[config.mk]
export PLATFORM = sky130hd
export DESIGN_NAME = cr_biu_arb_flat
export DESIGN_NICKNAME = d
export VERILOG_FILES = /design/src/rtl/cr_biu_arb_pkg.sv /design/src/rtl/cr_biu_arb_if.sv /design/src/rtl/cr_biu_arb_pick.sv /design/src/rtl/cr_biu_arb.sv /design/src/flat_wrapper.sv
export SDC_FILE = /design/constraint.sdc
export NUM_CORES = 1
export LEC_CHECK = 0
export ABC_AREA = 1
export ABC_CLOCK_PERIOD_IN_PS = 1480
export BUFFER_PORTS_ARGS = -buffer_cell sky130_fd_sc_hd__buf_2
export CAP_MARGIN = 5
export CORE_AREA = 4 4 98 100
export CTS_CLUSTER_DIAMETER = 30
export DETAILED_ROUTE_END_ITERATION = 6
export DIE_AREA = 0 0 102 104
export GPL_ROUTABILITY_DRIVEN = 1
export GPL_TIMING_DRIVEN = 0
export PLACE_DENSITY = 0.59
export SYNTH_ARGS = -nofsm -noshare
export SYNTH_HDL_FRONTEND = slang
export SYNTH_SLANG_ARGS = --single-unit
[constraint.sdc]
create_clock -name ahbl_gated_clk -period 1.48 [get_ports ahbl_gated_clk]
set_input_delay 0.074 -clock ahbl_gated_clk [delete_from_list [all_inputs] [get_ports ahbl_gated_clk]]
set_output_delay 0.074 -clock ahbl_gated_clk [all_outputs]
set_load 0.01 [all_outputs]
[src/rtl/cr_biu_arb_pkg.sv]
// Shared requester IDs and constants for the BIU request arbiter.
package cr_biu_arb_pkg;

  typedef enum logic {
    BIU_SEL_IFU = 1'b0,
    BIU_SEL_LSU = 1'b1
  } biu_sel_e;

  localparam logic [1:0] BIU_IFU_SIZE = 2'b10;

  function automatic biu_sel_e biu_other_sel(input biu_sel_e sel);
    return (sel == BIU_SEL_IFU) ? BIU_SEL_LSU : BIU_SEL_IFU;
  endfunction

endpackage

[src/rtl/cr_biu_arb_if.sv]
// Requester and AHB-Lite master handshake bundle around cr_biu_arb.
interface cr_biu_arb_if #(
  parameter int ADDR_WIDTH = 32,
  parameter int DATA_WIDTH = 32
);
  logic                  ifu_biu_req;
  logic [ADDR_WIDTH-1:0] ifu_biu_addr;
  logic [3:0]            ifu_biu_prot;
  logic                  lsu_biu_req;
  logic [ADDR_WIDTH-1:0] lsu_biu_addr;
  logic                  lsu_biu_write;
  logic [1:0]            lsu_biu_size;
  logic [3:0]            lsu_biu_prot;
  logic [DATA_WIDTH-1:0] lsu_biu_wdata;

  logic                  cpu_req_grnt;
  logic                  cpu_trans_cmplt;
  logic                  cpu_data_vld;
  logic                  cpu_acc_err;
  logic [DATA_WIDTH-1:0] cpu_rdata;

  logic                  cpu_req;
  logic                  cpu_write;
  logic [ADDR_WIDTH-1:0] cpu_addr;
  logic [1:0]            cpu_size;
  logic [3:0]            cpu_prot;
  logic [DATA_WIDTH-1:0] cpu_wr_data;

  logic                  ifu_biu_grnt;
  logic                  ifu_biu_trans_cmplt;
  logic                  ifu_biu_data_vld;
  logic                  ifu_biu_acc_err;
  logic                  lsu_biu_grnt;
  logic                  lsu_biu_trans_cmplt;
  logic                  lsu_biu_data_vld;
  logic                  lsu_biu_acc_err;
  logic [DATA_WIDTH-1:0] biu_rdata;
  logic                  biu_arb_idle;

  // The arbiter itself is the slave side of this bundle.
  modport slave (
    input  ifu_biu_req, ifu_biu_addr, ifu_biu_prot,
    input  lsu_biu_req, lsu_biu_addr, lsu_biu_write, lsu_biu_size, lsu_biu_prot, lsu_biu_wdata,
    input  cpu_req_grnt, cpu_trans_cmplt, cpu_data_vld, cpu_acc_err, cpu_rdata,
    output cpu_req, cpu_write, cpu_addr, cpu_size, cpu_prot, cpu_wr_data,
    output ifu_biu_grnt, ifu_biu_trans_cmplt, ifu_biu_data_vld, ifu_biu_acc_err,
    output lsu_biu_grnt, lsu_biu_trans_cmplt, lsu_biu_data_vld, lsu_biu_acc_err,
    output biu_rdata, biu_arb_idle
  );

  modport master (
    output ifu_biu_req, ifu_biu_addr, ifu_biu_prot,
    output lsu_biu_req, lsu_biu_addr, lsu_biu_write, lsu_biu_size, lsu_biu_prot, lsu_biu_wdata,
    output cpu_req_grnt, cpu_trans_cmplt, cpu_data_vld, cpu_acc_err, cpu_rdata,
    input  cpu_req, cpu_write, cpu_addr, cpu_size, cpu_prot, cpu_wr_data,
    input  ifu_biu_grnt, ifu_biu_trans_cmplt, ifu_biu_data_vld, ifu_biu_acc_err,
    input  lsu_biu_grnt, lsu_biu_trans_cmplt, lsu_biu_data_vld, lsu_biu_acc_err,
    input  biu_rdata, biu_arb_idle
  );
endinterface

[src/rtl/cr_biu_arb_pick.sv]
// Combinational address-phase picker. BIU_ARB_RR_EN selects round-robin,
// otherwise LSU has fixed priority over IFU.
module cr_biu_arb_pick
  import cr_biu_arb_pkg::*;
(
  input  logic     ifu_req,
  input  logic     lsu_req,
  input  logic     lock,
  input  biu_sel_e lock_sel,
  input  biu_sel_e last_grnt,
  output biu_sel_e addr_sel
);

`ifdef BIU_ARB_RR_EN
  always_comb begin
    addr_sel = BIU_SEL_IFU;
    if (lock) begin
      addr_sel = lock_sel;
    end else if (ifu_req && lsu_req) begin
      addr_sel = biu_other_sel(last_grnt);
    end else if (lsu_req) begin
      addr_sel = BIU_SEL_LSU;
    end
  end
`else
  // Fixed priority has no history; last_grnt is tied off by the parent.
  logic unused_last_grnt;
  logic unused_ifu_req;
  assign unused_last_grnt = last_grnt;
  assign unused_ifu_req   = ifu_req;

  always_comb begin
    addr_sel = BIU_SEL_IFU;
    if (lock) begin
      addr_sel = lock_sel;
    end else if (lsu_req) begin
      addr_sel = BIU_SEL_LSU;
    end
  end
`endif

endmodule

[src/rtl/cr_biu_arb.sv]
// IFU/LSU arbiter in front of the AHB-Lite master: address-phase lock, data-phase
// owner tracking and response routing. BIU_ARB_RR_EN enables round-robin picking.
module cr_biu_arb
  import cr_biu_arb_pkg::*;
#(
  parameter int ADDR_WIDTH = 32,
  parameter int DATA_WIDTH = 32
) (
  input  logic         ahbl_gated_clk,
  input  logic         cpurst,
  cr_biu_arb_if.slave  bus
);

  biu_sel_e addr_sel;
  biu_sel_e last_grnt;
  biu_sel_e lock_sel_q, lock_sel_d;
  biu_sel_e dp_sel_q, dp_sel_d;
  logic     lock_q, lock_d;
  logic     dp_vld_q, dp_vld_d;

  logic                  cpu_req_w;
  logic                  cpu_write_w;
  logic [ADDR_WIDTH-1:0] cpu_addr_w;
  logic [1:0]            cpu_size_w;
  logic [3:0]            cpu_prot_w;
  logic [DATA_WIDTH-1:0] cpu_wr_data_w;
  logic                  grant;
  logic                  rsp_ifu;
  logic                  rsp_lsu;

  cr_biu_arb_pick u_pick (
    .ifu_req   (bus.ifu_biu_req),
    .lsu_req   (bus.lsu_biu_req),
    .lock      (lock_q),
    .lock_sel  (lock_sel_q),
    .last_grnt (last_grnt),
    .addr_sel  (addr_sel)
  );

  always_comb begin
    cpu_req_w   = bus.ifu_biu_req;
    cpu_addr_w  = bus.ifu_biu_addr;
    cpu_write_w = 1'b0;
    cpu_size_w  = BIU_IFU_SIZE;
    cpu_prot_w  = bus.ifu_biu_prot;
    if (addr_sel == BIU_SEL_LSU) begin
      cpu_req_w   = bus.lsu_biu_req;
      cpu_addr_w  = bus.lsu_biu_addr;
      cpu_write_w = bus.lsu_biu_write;
      cpu_size_w  = bus.lsu_biu_size;
      cpu_prot_w  = bus.lsu_biu_prot;
    end
  end

  assign cpu_wr_data_w = bus.lsu_biu_wdata;
  assign grant         = cpu_req_w & bus.cpu_req_grnt;

  // Lock holds the address phase stable through hready-low wait states.
  always_comb begin
    lock_d     = lock_q;
    lock_sel_d = lock_sel_q;
    if (bus.cpu_req_grnt) begin
      lock_d = 1'b0;
    end else if (cpu_req_w) begin
      lock_d     = 1'b1;
      lock_sel_d = addr_sel;
    end
  end

  // A grant in the completion cycle hands the data phase straight to the new owner.
  always_comb begin
    dp_vld_d = dp_vld_q;
    dp_sel_d = dp_sel_q;
    if (grant) begin
      dp_vld_d = 1'b1;
      dp_sel_d = addr_sel;
    end else if (bus.cpu_trans_cmplt) begin
      dp_vld_d = 1'b0;
    end
  end

  always_ff @(posedge ahbl_gated_clk) begin
    if (cpurst) begin
      lock_q     <= 1'b0;
      lock_sel_q <= BIU_SEL_IFU;
      dp_vld_q   <= 1'b0;
      dp_sel_q   <= BIU_SEL_IFU;
    end else begin
      lock_q     <= lock_d;
      lock_sel_q <= lock_sel_d;
      dp_vld_q   <= dp_vld_d;
      dp_sel_q   <= dp_sel_d;
    end
  end

`ifdef BIU_ARB_RR_EN
  biu_sel_e last_grnt_q, last_grnt_d;

  always_comb begin
    last_grnt_d = last_grnt_q;
    if (grant) begin
      last_grnt_d = addr_sel;
    end
  end

  always_ff @(posedge ahbl_gated_clk) begin
    if (cpurst) begin
      last_grnt_q <= BIU_SEL_IFU;
    end else begin
      last_grnt_q <= last_grnt_d;
    end
  end

  assign last_grnt = last_grnt_q;
`else
  assign last_grnt = BIU_SEL_IFU;
`endif

  assign rsp_ifu = dp_vld_q & (dp_sel_q == BIU_SEL_IFU);
  assign rsp_lsu = dp_vld_q & (dp_sel_q == BIU_SEL_LSU);

  assign bus.cpu_req     = cpu_req_w;
  assign bus.cpu_write   = cpu_write_w;
  assign bus.cpu_addr    = cpu_addr_w;
  assign bus.cpu_size    = cpu_size_w;
  assign bus.cpu_prot    = cpu_prot_w;
  assign bus.cpu_wr_data = cpu_wr_data_w;

  assign bus.ifu_biu_grnt        = grant & (addr_sel == BIU_SEL_IFU);
  assign bus.lsu_biu_grnt        = grant & (addr_sel == BIU_SEL_LSU);
  assign bus.ifu_biu_trans_cmplt = rsp_ifu & bus.cpu_trans_cmplt;
  assign bus.ifu_biu_data_vld    = rsp_ifu & bus.cpu_data_vld;
  assign bus.ifu_biu_acc_err     = rsp_ifu & bus.cpu_acc_err;
  assign bus.lsu_biu_trans_cmplt = rsp_lsu & bus.cpu_trans_cmplt;
  assign bus.lsu_biu_data_vld    = rsp_lsu & bus.cpu_data_vld;
  assign bus.lsu_biu_acc_err     = rsp_lsu & bus.cpu_acc_err;

  assign bus.biu_rdata    = bus.cpu_rdata;
  assign bus.biu_arb_idle = ~lock_q & ~dp_vld_q;

endmodule

[src/flat_wrapper.sv]
// flat-port wrapper written by rule: the top's interface ports become plain ports
module cr_biu_arb_flat import cr_biu_arb_pkg::*;
#(
  parameter int ADDR_WIDTH = 32,
  parameter int DATA_WIDTH = 32
)
  (ahbl_gated_clk, cpurst, bus_ifu_biu_req, bus_ifu_biu_addr, bus_ifu_biu_prot, bus_lsu_biu_req, bus_lsu_biu_addr, bus_lsu_biu_write, bus_lsu_biu_size, bus_lsu_biu_prot, bus_lsu_biu_wdata, bus_cpu_req_grnt, bus_cpu_trans_cmplt, bus_cpu_data_vld, bus_cpu_acc_err, bus_cpu_rdata, bus_cpu_req, bus_cpu_write, bus_cpu_addr, bus_cpu_size, bus_cpu_prot, bus_cpu_wr_data, bus_ifu_biu_grnt, bus_ifu_biu_trans_cmplt, bus_ifu_biu_data_vld, bus_ifu_biu_acc_err, bus_lsu_biu_grnt, bus_lsu_biu_trans_cmplt, bus_lsu_biu_data_vld, bus_lsu_biu_acc_err, bus_biu_rdata, bus_biu_arb_idle);
  cr_biu_arb_if #(.ADDR_WIDTH(ADDR_WIDTH), .DATA_WIDTH(DATA_WIDTH)) bus_i ();
  input  logic ahbl_gated_clk;
  input  logic cpurst;
  input wire logic [$bits(bus_i.ifu_biu_req)-1:0] bus_ifu_biu_req;
  input wire logic [$bits(bus_i.ifu_biu_addr)-1:0] bus_ifu_biu_addr;
  input wire logic [$bits(bus_i.ifu_biu_prot)-1:0] bus_ifu_biu_prot;
  input wire logic [$bits(bus_i.lsu_biu_req)-1:0] bus_lsu_biu_req;
  input wire logic [$bits(bus_i.lsu_biu_addr)-1:0] bus_lsu_biu_addr;
  input wire logic [$bits(bus_i.lsu_biu_write)-1:0] bus_lsu_biu_write;
  input wire logic [$bits(bus_i.lsu_biu_size)-1:0] bus_lsu_biu_size;
  input wire logic [$bits(bus_i.lsu_biu_prot)-1:0] bus_lsu_biu_prot;
  input wire logic [$bits(bus_i.lsu_biu_wdata)-1:0] bus_lsu_biu_wdata;
  input wire logic [$bits(bus_i.cpu_req_grnt)-1:0] bus_cpu_req_grnt;
  input wire logic [$bits(bus_i.cpu_trans_cmplt)-1:0] bus_cpu_trans_cmplt;
  input wire logic [$bits(bus_i.cpu_data_vld)-1:0] bus_cpu_data_vld;
  input wire logic [$bits(bus_i.cpu_acc_err)-1:0] bus_cpu_acc_err;
  input wire logic [$bits(bus_i.cpu_rdata)-1:0] bus_cpu_rdata;
  output wire logic [$bits(bus_i.cpu_req)-1:0] bus_cpu_req;
  output wire logic [$bits(bus_i.cpu_write)-1:0] bus_cpu_write;
  output wire logic [$bits(bus_i.cpu_addr)-1:0] bus_cpu_addr;
  output wire logic [$bits(bus_i.cpu_size)-1:0] bus_cpu_size;
  output wire logic [$bits(bus_i.cpu_prot)-1:0] bus_cpu_prot;
  output wire logic [$bits(bus_i.cpu_wr_data)-1:0] bus_cpu_wr_data;
  output wire logic [$bits(bus_i.ifu_biu_grnt)-1:0] bus_ifu_biu_grnt;
  output wire logic [$bits(bus_i.ifu_biu_trans_cmplt)-1:0] bus_ifu_biu_trans_cmplt;
  output wire logic [$bits(bus_i.ifu_biu_data_vld)-1:0] bus_ifu_biu_data_vld;
  output wire logic [$bits(bus_i.ifu_biu_acc_err)-1:0] bus_ifu_biu_acc_err;
  output wire logic [$bits(bus_i.lsu_biu_grnt)-1:0] bus_lsu_biu_grnt;
  output wire logic [$bits(bus_i.lsu_biu_trans_cmplt)-1:0] bus_lsu_biu_trans_cmplt;
  output wire logic [$bits(bus_i.lsu_biu_data_vld)-1:0] bus_lsu_biu_data_vld;
  output wire logic [$bits(bus_i.lsu_biu_acc_err)-1:0] bus_lsu_biu_acc_err;
  output wire logic [$bits(bus_i.biu_rdata)-1:0] bus_biu_rdata;
  output wire logic [$bits(bus_i.biu_arb_idle)-1:0] bus_biu_arb_idle;
  assign bus_i.ifu_biu_req = bus_ifu_biu_req;
  assign bus_i.ifu_biu_addr = bus_ifu_biu_addr;
  assign bus_i.ifu_biu_prot = bus_ifu_biu_prot;
  assign bus_i.lsu_biu_req = bus_lsu_biu_req;
  assign bus_i.lsu_biu_addr = bus_lsu_biu_addr;
  assign bus_i.lsu_biu_write = bus_lsu_biu_write;
  assign bus_i.lsu_biu_size = bus_lsu_biu_size;
  assign bus_i.lsu_biu_prot = bus_lsu_biu_prot;
  assign bus_i.lsu_biu_wdata = bus_lsu_biu_wdata;
  assign bus_i.cpu_req_grnt = bus_cpu_req_grnt;
  assign bus_i.cpu_trans_cmplt = bus_cpu_trans_cmplt;
  assign bus_i.cpu_data_vld = bus_cpu_data_vld;
  assign bus_i.cpu_acc_err = bus_cpu_acc_err;
  assign bus_i.cpu_rdata = bus_cpu_rdata;
  assign bus_cpu_req = bus_i.cpu_req;
  assign bus_cpu_write = bus_i.cpu_write;
  assign bus_cpu_addr = bus_i.cpu_addr;
  assign bus_cpu_size = bus_i.cpu_size;
  assign bus_cpu_prot = bus_i.cpu_prot;
  assign bus_cpu_wr_data = bus_i.cpu_wr_data;
  assign bus_ifu_biu_grnt = bus_i.ifu_biu_grnt;
  assign bus_ifu_biu_trans_cmplt = bus_i.ifu_biu_trans_cmplt;
  assign bus_ifu_biu_data_vld = bus_i.ifu_biu_data_vld;
  assign bus_ifu_biu_acc_err = bus_i.ifu_biu_acc_err;
  assign bus_lsu_biu_grnt = bus_i.lsu_biu_grnt;
  assign bus_lsu_biu_trans_cmplt = bus_i.lsu_biu_trans_cmplt;
  assign bus_lsu_biu_data_vld = bus_i.lsu_biu_data_vld;
  assign bus_lsu_biu_acc_err = bus_i.lsu_biu_acc_err;
  assign bus_biu_rdata = bus_i.biu_rdata;
  assign bus_biu_arb_idle = bus_i.biu_arb_idle;
  cr_biu_arb #(.ADDR_WIDTH(ADDR_WIDTH), .DATA_WIDTH(DATA_WIDTH)) u_core (.ahbl_gated_clk(ahbl_gated_clk), .cpurst(cpurst), .bus(bus_i));
endmodule
After elaboration in Yosys (flattened, before gate mapping)
Cells that the tools add are included.

Reductions and logical operators: 3. Muxes and demuxes: 9. Bitwise logic cells: 17.

Operators by type and width (count): $mux W32 (1); $and A1 B1 Y1 (12); $mux W1 (6); $not A1 Y1 (5); $mux W4 (1); $mux W2 (1); $reduce_and A2 Y1 (1); $reduce_bool A2 Y1 (1); $reduce_or A2 Y1 (1).

Output and inout bits: 113. Logic and storage cells: 33. Input bits: 147. Register bits: 4.

Logic depth before layout (Yosys ltp)
Word-level depth: 5. Mapped depth: 7. Mapped depth without buffers: 6.

Hierarchy
A second synthesis with hierarchy kept.

Cell total of the unflattened synthesis: 236. Area, all modules: 1247.4 µm².

By module, submodules not included: cr_biu_arb (times used 1, seq. area each 80.1 µm², cells each 232, area each 1232.4 µm²); cr_biu_arb_pick (times used 1, seq. area each 0.0 µm², cells each 4, area each 15.0 µm²).

Worst setup path after synthesis
Ideal clock, no wire load.

Path kind: register to output. From: register u_core.lock_q. To: output port bus_cpu_req. Stages on the path, launching flop included: 6. Arrival: 0.973 ns. Path buffers: 1. Data required time: 1.406 ns. Path slack: 0.433 ns. Cell sequence: dfxtp_1 -> inv_2 -> nand2_2 -> nand2_4 -> buf_6 -> o21ai_0.

Word-level cells in the longest chain between the ends: 2.

RTL lines: start: declaration (line cr_biu_arb.sv:18) `logic lock_q, lock_d;`; start signal: assignment (line cr_biu_arb.sv:89) `lock_q <= lock_d;`; $mux W1 (line cr_biu_arb_pick.sv:34) `if (lock) begin`; $mux W1 (line cr_biu_arb.sv:46) `if (addr_sel == BIU_SEL_LSU) begin`; end: declaration (line flat_wrapper.sv:25) `output wire logic [$bits(bus_i.cpu_req)-1:0] bus_cpu_req;`.

Every way passes these cells.

Worst setup path after layout
From: register u_core.lock_q. To: output port bus_cpu_addr[26].

Word-level cells in the longest chain between the ends: 2.

RTL lines: $mux W1 (line cr_biu_arb_pick.sv:34); $mux W32 (line cr_biu_arb.sv:46); end: declaration (line flat_wrapper.sv:27) `output wire logic [$bits(bus_i.cpu_addr)-1:0] bus_cpu_addr;`.

Every way passes these cells.

==> run summary <==
DETAILED ROUTING
-----------------------------------------------------------------------------------------------
Via Count ........................................................................         1936
Avg Vias per Cell ................................................................         3.62
Number of remaining DRC errors ...................................................            0
Routed wirelength normalized by instance count ...................................      10.2 um
Total detailed-routing wirelength ................................................      5.48 mm
Detailed Route Iter0 Violations ..................................................           40
ANT nets after route .............................................................            0
Number of detailed-route iterations in the first pass ............................            4

DIE
-----------------------------------------------------------------------------------------------
Die outline height ...............................................................       104 um
Core area ........................................................................ 0.00868 mm^2
Die footprint ....................................................................  0.0106 mm^2
Chip width .......................................................................       102 um
Top-level port count .............................................................          260
Standard-cell rows ...............................................................           34
Effective utilization at floorplan ...............................................        14.1%

SYNTHESIS
-----------------------------------------------------------------------------------------------
Primary flip-flop cell chosen by synthesis mapping ............................... sky130_fd_sc_hd__dfxtp_1
Post-Synthesis Cells .............................................................          228
#FFs+latches synth ...............................................................            4
Cell accounting for the most synthesized area .................................... sky130_fd_sc_hd__buf_4
Number of different library cells in the post-synthesis netlist ..................           17
Post-synth top area share ........................................................        39.2%
Ranking of synthesized cells by area ............................................. sky130_fd_sc_hd__buf_4, sky130_fd_sc_hd__nand2_1, sky130_fd_sc_hd__dfxtp_1
Count of yosys warnings during synthesis .........................................            0
Post-synth design cell area ...................................................... 0.00122 mm^2
Share of flip-flops with an asynchronous set or reset after synthesis ............           0%
Sequential fraction of the synthesis area ........................................        6.54%
Number of nets produced by synthesis .............................................          375
Leading post-synthesis cells by instance count ................................... sky130_fd_sc_hd__nand2_1, sky130_fd_sc_hd__buf_4, sky130_fd_sc_hd__nor2_1, sky130_fd_sc_hd__inv_1
Mean area per synthesized cell ...................................................    5.37 um^2
Leading cell type by number of instances after synthesis ......................... sky130_fd_sc_hd__nand2_1
Post-synth EDFFs .................................................................            0

GLOBAL ROUTING
-----------------------------------------------------------------------------------------------
Via count of the first global-routing pass .......................................         1763
Antenna violations before repair .................................................            0
Total overflow reported by the global router .....................................            0
Pin count of the biggest net entering global routing .............................           11
Total Routing Usage GR ...........................................................        8.62%
Wire length of the first global-routing pass .....................................      7.73 mm

RUN
-----------------------------------------------------------------------------------------------
Reported max-cap violation count .................................................            0

TIMING
-----------------------------------------------------------------------------------------------
Worst Hold Margin ................................................................    0.0762 ns
Slew margin rel. .................................................................        89.2%
Period utilisation layout ........................................................        92.6%
Highest clock frequency the design can meet ......................................      729 MHz
Total count of hold-check failures in the final report ...........................            0
Number of slew-limit violations in the final report ..............................            0
Accumulated negative setup slack .................................................         0 ns
Final setup violation count ......................................................            0
Min cycle time layout ............................................................      1.37 ns
RSZ-0062 raised after global routing .............................................        false
Clk_skew .........................................................................   0.00130 ns
Slew at the pin closest to its max-slew limit ....................................     0.160 ns

CELLS AND AREA
-----------------------------------------------------------------------------------------------
Growth of design area from synthesis to finish ...................................        95.8%
Footprint of the flip-flops and latches ..........................................    81.3 um^2
Area of the multi-input gates ....................................................     557 um^2
Final antenna diode count ........................................................            0
Number of nets in the layout .....................................................          576
Ratio of cells with drive above 1 in the final layout ............................        64.9%
Filler Cell Count ................................................................          980

SETUP PATH
-----------------------------------------------------------------------------------------------
CP top delay family .............................................................. simple AND/OR/NAND/NOR gates
Maximum fanout encountered on the critical timing path ...........................           10
Cell Chain, Critical Path ........................................................ inv_2 > nand2_2 > nand2_4 > buf_4 > nand2_1 > nand2_1 > buf_2
Worst reg2reg endpoint ........................................................... u_core.lock_sel_q$_SDFFE_PP0P_
Arrival time of data at the critical path endpoint ...............................      1.30 ns
CP most frequent cell ............................................................ sky130_fd_sc_hd__nand2_1
Critical path class .............................................................. flip-flop to output port
Crit-path max cell delay .........................................................      0.33 ns
Worst reg-to-reg setup slack .....................................................      0.46 ns
FF-to-FF path depth ..............................................................            6
Startpoint of the lowest-slack register-to-register path ......................... u_core.lock_q$_SDFFE_PP0N_
Count of buffer and inverter cells on the critical path ..........................            3
Critical Path Source Type ........................................................    flip-flop
Worst Path Required ..............................................................      1.41 ns
Cell with the largest stage delay on the worst path .............................. sky130_fd_sc_hd__dfxtp_2
Kind of end point of the critical path ...........................................  output port

HOLD PATH
-----------------------------------------------------------------------------------------------
Hold endpoint .................................................................... u_core.dp_sel_q$_SDFFE_PP0P_
Min-delay src ....................................................................       cpurst
Hold-critical path depth .........................................................            2
Worst Hold Class ................................................................. input pin to flip-flop

PWR
-----------------------------------------------------------------------------------------------
Leakage power summed over all cells ..............................................   0.00164 uW
P per Cell Area ..................................................................  485 mW/mm^2
Max VDD drop .....................................................................     0.373 mV

RUN STATUS
-----------------------------------------------------------------------------------------------
Outcome .......................................................................... finished clean

CLOCK NETWORK
-----------------------------------------------------------------------------------------------
Clock input transition at the sequential cells of the worst setup and hold paths .      0.03 ns
Largest buffer count on any clock path ...........................................            2
Clock tree from TritonCTS ........................................................         done
Clock latency on the worst-skew pair .............................................      0.21 ns
Number of hold buffers added after CTS ...........................................            0
Root Buffer ...................................................................... sky130_fd_sc_hd__clkbuf_8
CTS HTree Levels .................................................................            1
CTS Sinks ........................................................................            4
Inserted Clock Buffers ...........................................................            3

PLACE
-----------------------------------------------------------------------------------------------
Total half-perimeter wirelength after legalization and detailed placement ........      5.01 mm
Final GP Congestion ..............................................................        0.759
Number of buffer cells added on primary ports ....................................          195

## through the flow
step / setup WS, ns / cells / cell area (um^2) / total power, uW / utilization (%)
after floorplan: 0.433 / 228 / 1220 / 579 / -
after CTS: 0.0139 / 534 / 2380 / 1180 / 27.5
after detailed placement: 0.212 / 531 / 2340 / 945 / 26.9
after global placement: 0.228 / 531 / 2340 / 937 / 26.9
final: 0.109 / 535 / 2400 / 1160 / 27.6
after global routing: 0.00428 / 535 / 2400 / 1270 / 27.6
## power breakdown
group          total (uW)  switching (uW)  internal, uW  leakage [uW]
sequential            123            6.09           117     0.0000334
combinational         819             397           422       0.00158
clock                 221            48.8           173     0.0000216
total                1160             452           711       0.00164
## worst reg2reg max path, delay by kind of cell, from the launching register on
kind                   cells  cell delay (ns)
AO/OA/AOI/OAI              1             0.17
buffers and inverters      1             0.06
flip-flops                 1             0.33
AND/OR/NAND/NOR            4             0.35
## layout make-up
type | instances | area share [%]
plain buffers | 71 | 22.8
clock buffers | 3 | 1.72
inverters | 12 | 2.19
multi-input cells | 141 | 23.2
flip-flops and latches | 4 | 3.39
well taps | 108 | 5.63
repair buffers | 196 | 41.0
## state kept, by name, summed over array words and instances, names as in the netlist
register and cells:
u_core.dp_vld_q 1, u_core.dp_sel_q 1, u_core.lock_sel_q 1, u_core.lock_q 1
## how the worst max path moves through the flow
stage / cells past startpoint / end / startpoint / slack [ns]
2_1_floorplan: 5 / bus_cpu_req / u_core.lock_q$_SDFFE_PP0N_ / 0.43
3_3_place_gp: 6 / bus_cpu_addr[26] / u_core.lock_q$_SDFFE_PP0N_ / 0.23
3_5_place_dp: 6 / bus_cpu_addr[26] / u_core.lock_q$_SDFFE_PP0N_ / 0.21
4_1_cts: 8 / bus_cpu_addr[25] / u_core.lock_q$_SDFFE_PP0N_ / 0.01
5_1_grt: 7 / bus_cpu_addr[27] / u_core.lock_sel_q$_SDFFE_PP0P_ / 0.004
6_report: 7 / bus_cpu_addr[26] / u_core.lock_q$_SDFFE_PP0N_ / 0.11
## what timing repair did
item	in CTS	in global routing
setup endpoints to repair	2	32
pin swaps	0	1
gates resized for setup	3	4
buffers inserted	0	1
## per-layer routing
layer	share of wire [%]	track usage, %
met1	32	9.27
met2	56	18.0
met3	11	0.469
met4	0	1.22
met5	0	0
## cell usage in the layout (no fill, tap or decap)
master and instances:
sky130_fd_sc_hd__buf_4 68, sky130_fd_sc_hd__o21ai_0 2, sky130_fd_sc_hd__dfxtp_1 3, sky130_fd_sc_hd__clkbuf_8 3, sky130_fd_sc_hd__nand4_1 1, sky130_fd_sc_hd__a21oi_1 1, sky130_fd_sc_hd__or2_1 1, sky130_fd_sc_hd__nand2_4 1
sky130_fd_sc_hd__nand2_2 2, sky130_fd_sc_hd__nand3_1 2, sky130_fd_sc_hd__buf_6 4, sky130_fd_sc_hd__o21a_1 1, sky130_fd_sc_hd__buf_2 195, sky130_fd_sc_hd__inv_1 9, sky130_fd_sc_hd__nand2_1 117, sky130_fd_sc_hd__inv_8 1
sky130_fd_sc_hd__inv_2 2, sky130_fd_sc_hd__nor2_1 13, sky130_fd_sc_hd__dfxtp_2 1
## kinds of logic (layout without fill, tap and decap cells)
logic type | count (synthesis) | in the layout | share of synthesized area, %
DFF | 4 | 4 | 6.54
AOI/OAI and AO/OA | 4 | 4 | 1.84
buffers and inverters | 83 | 282 | 48.0
and+or+nand+nor | 137 | 137 | 43.6
(Power assumes the default switching activity.)
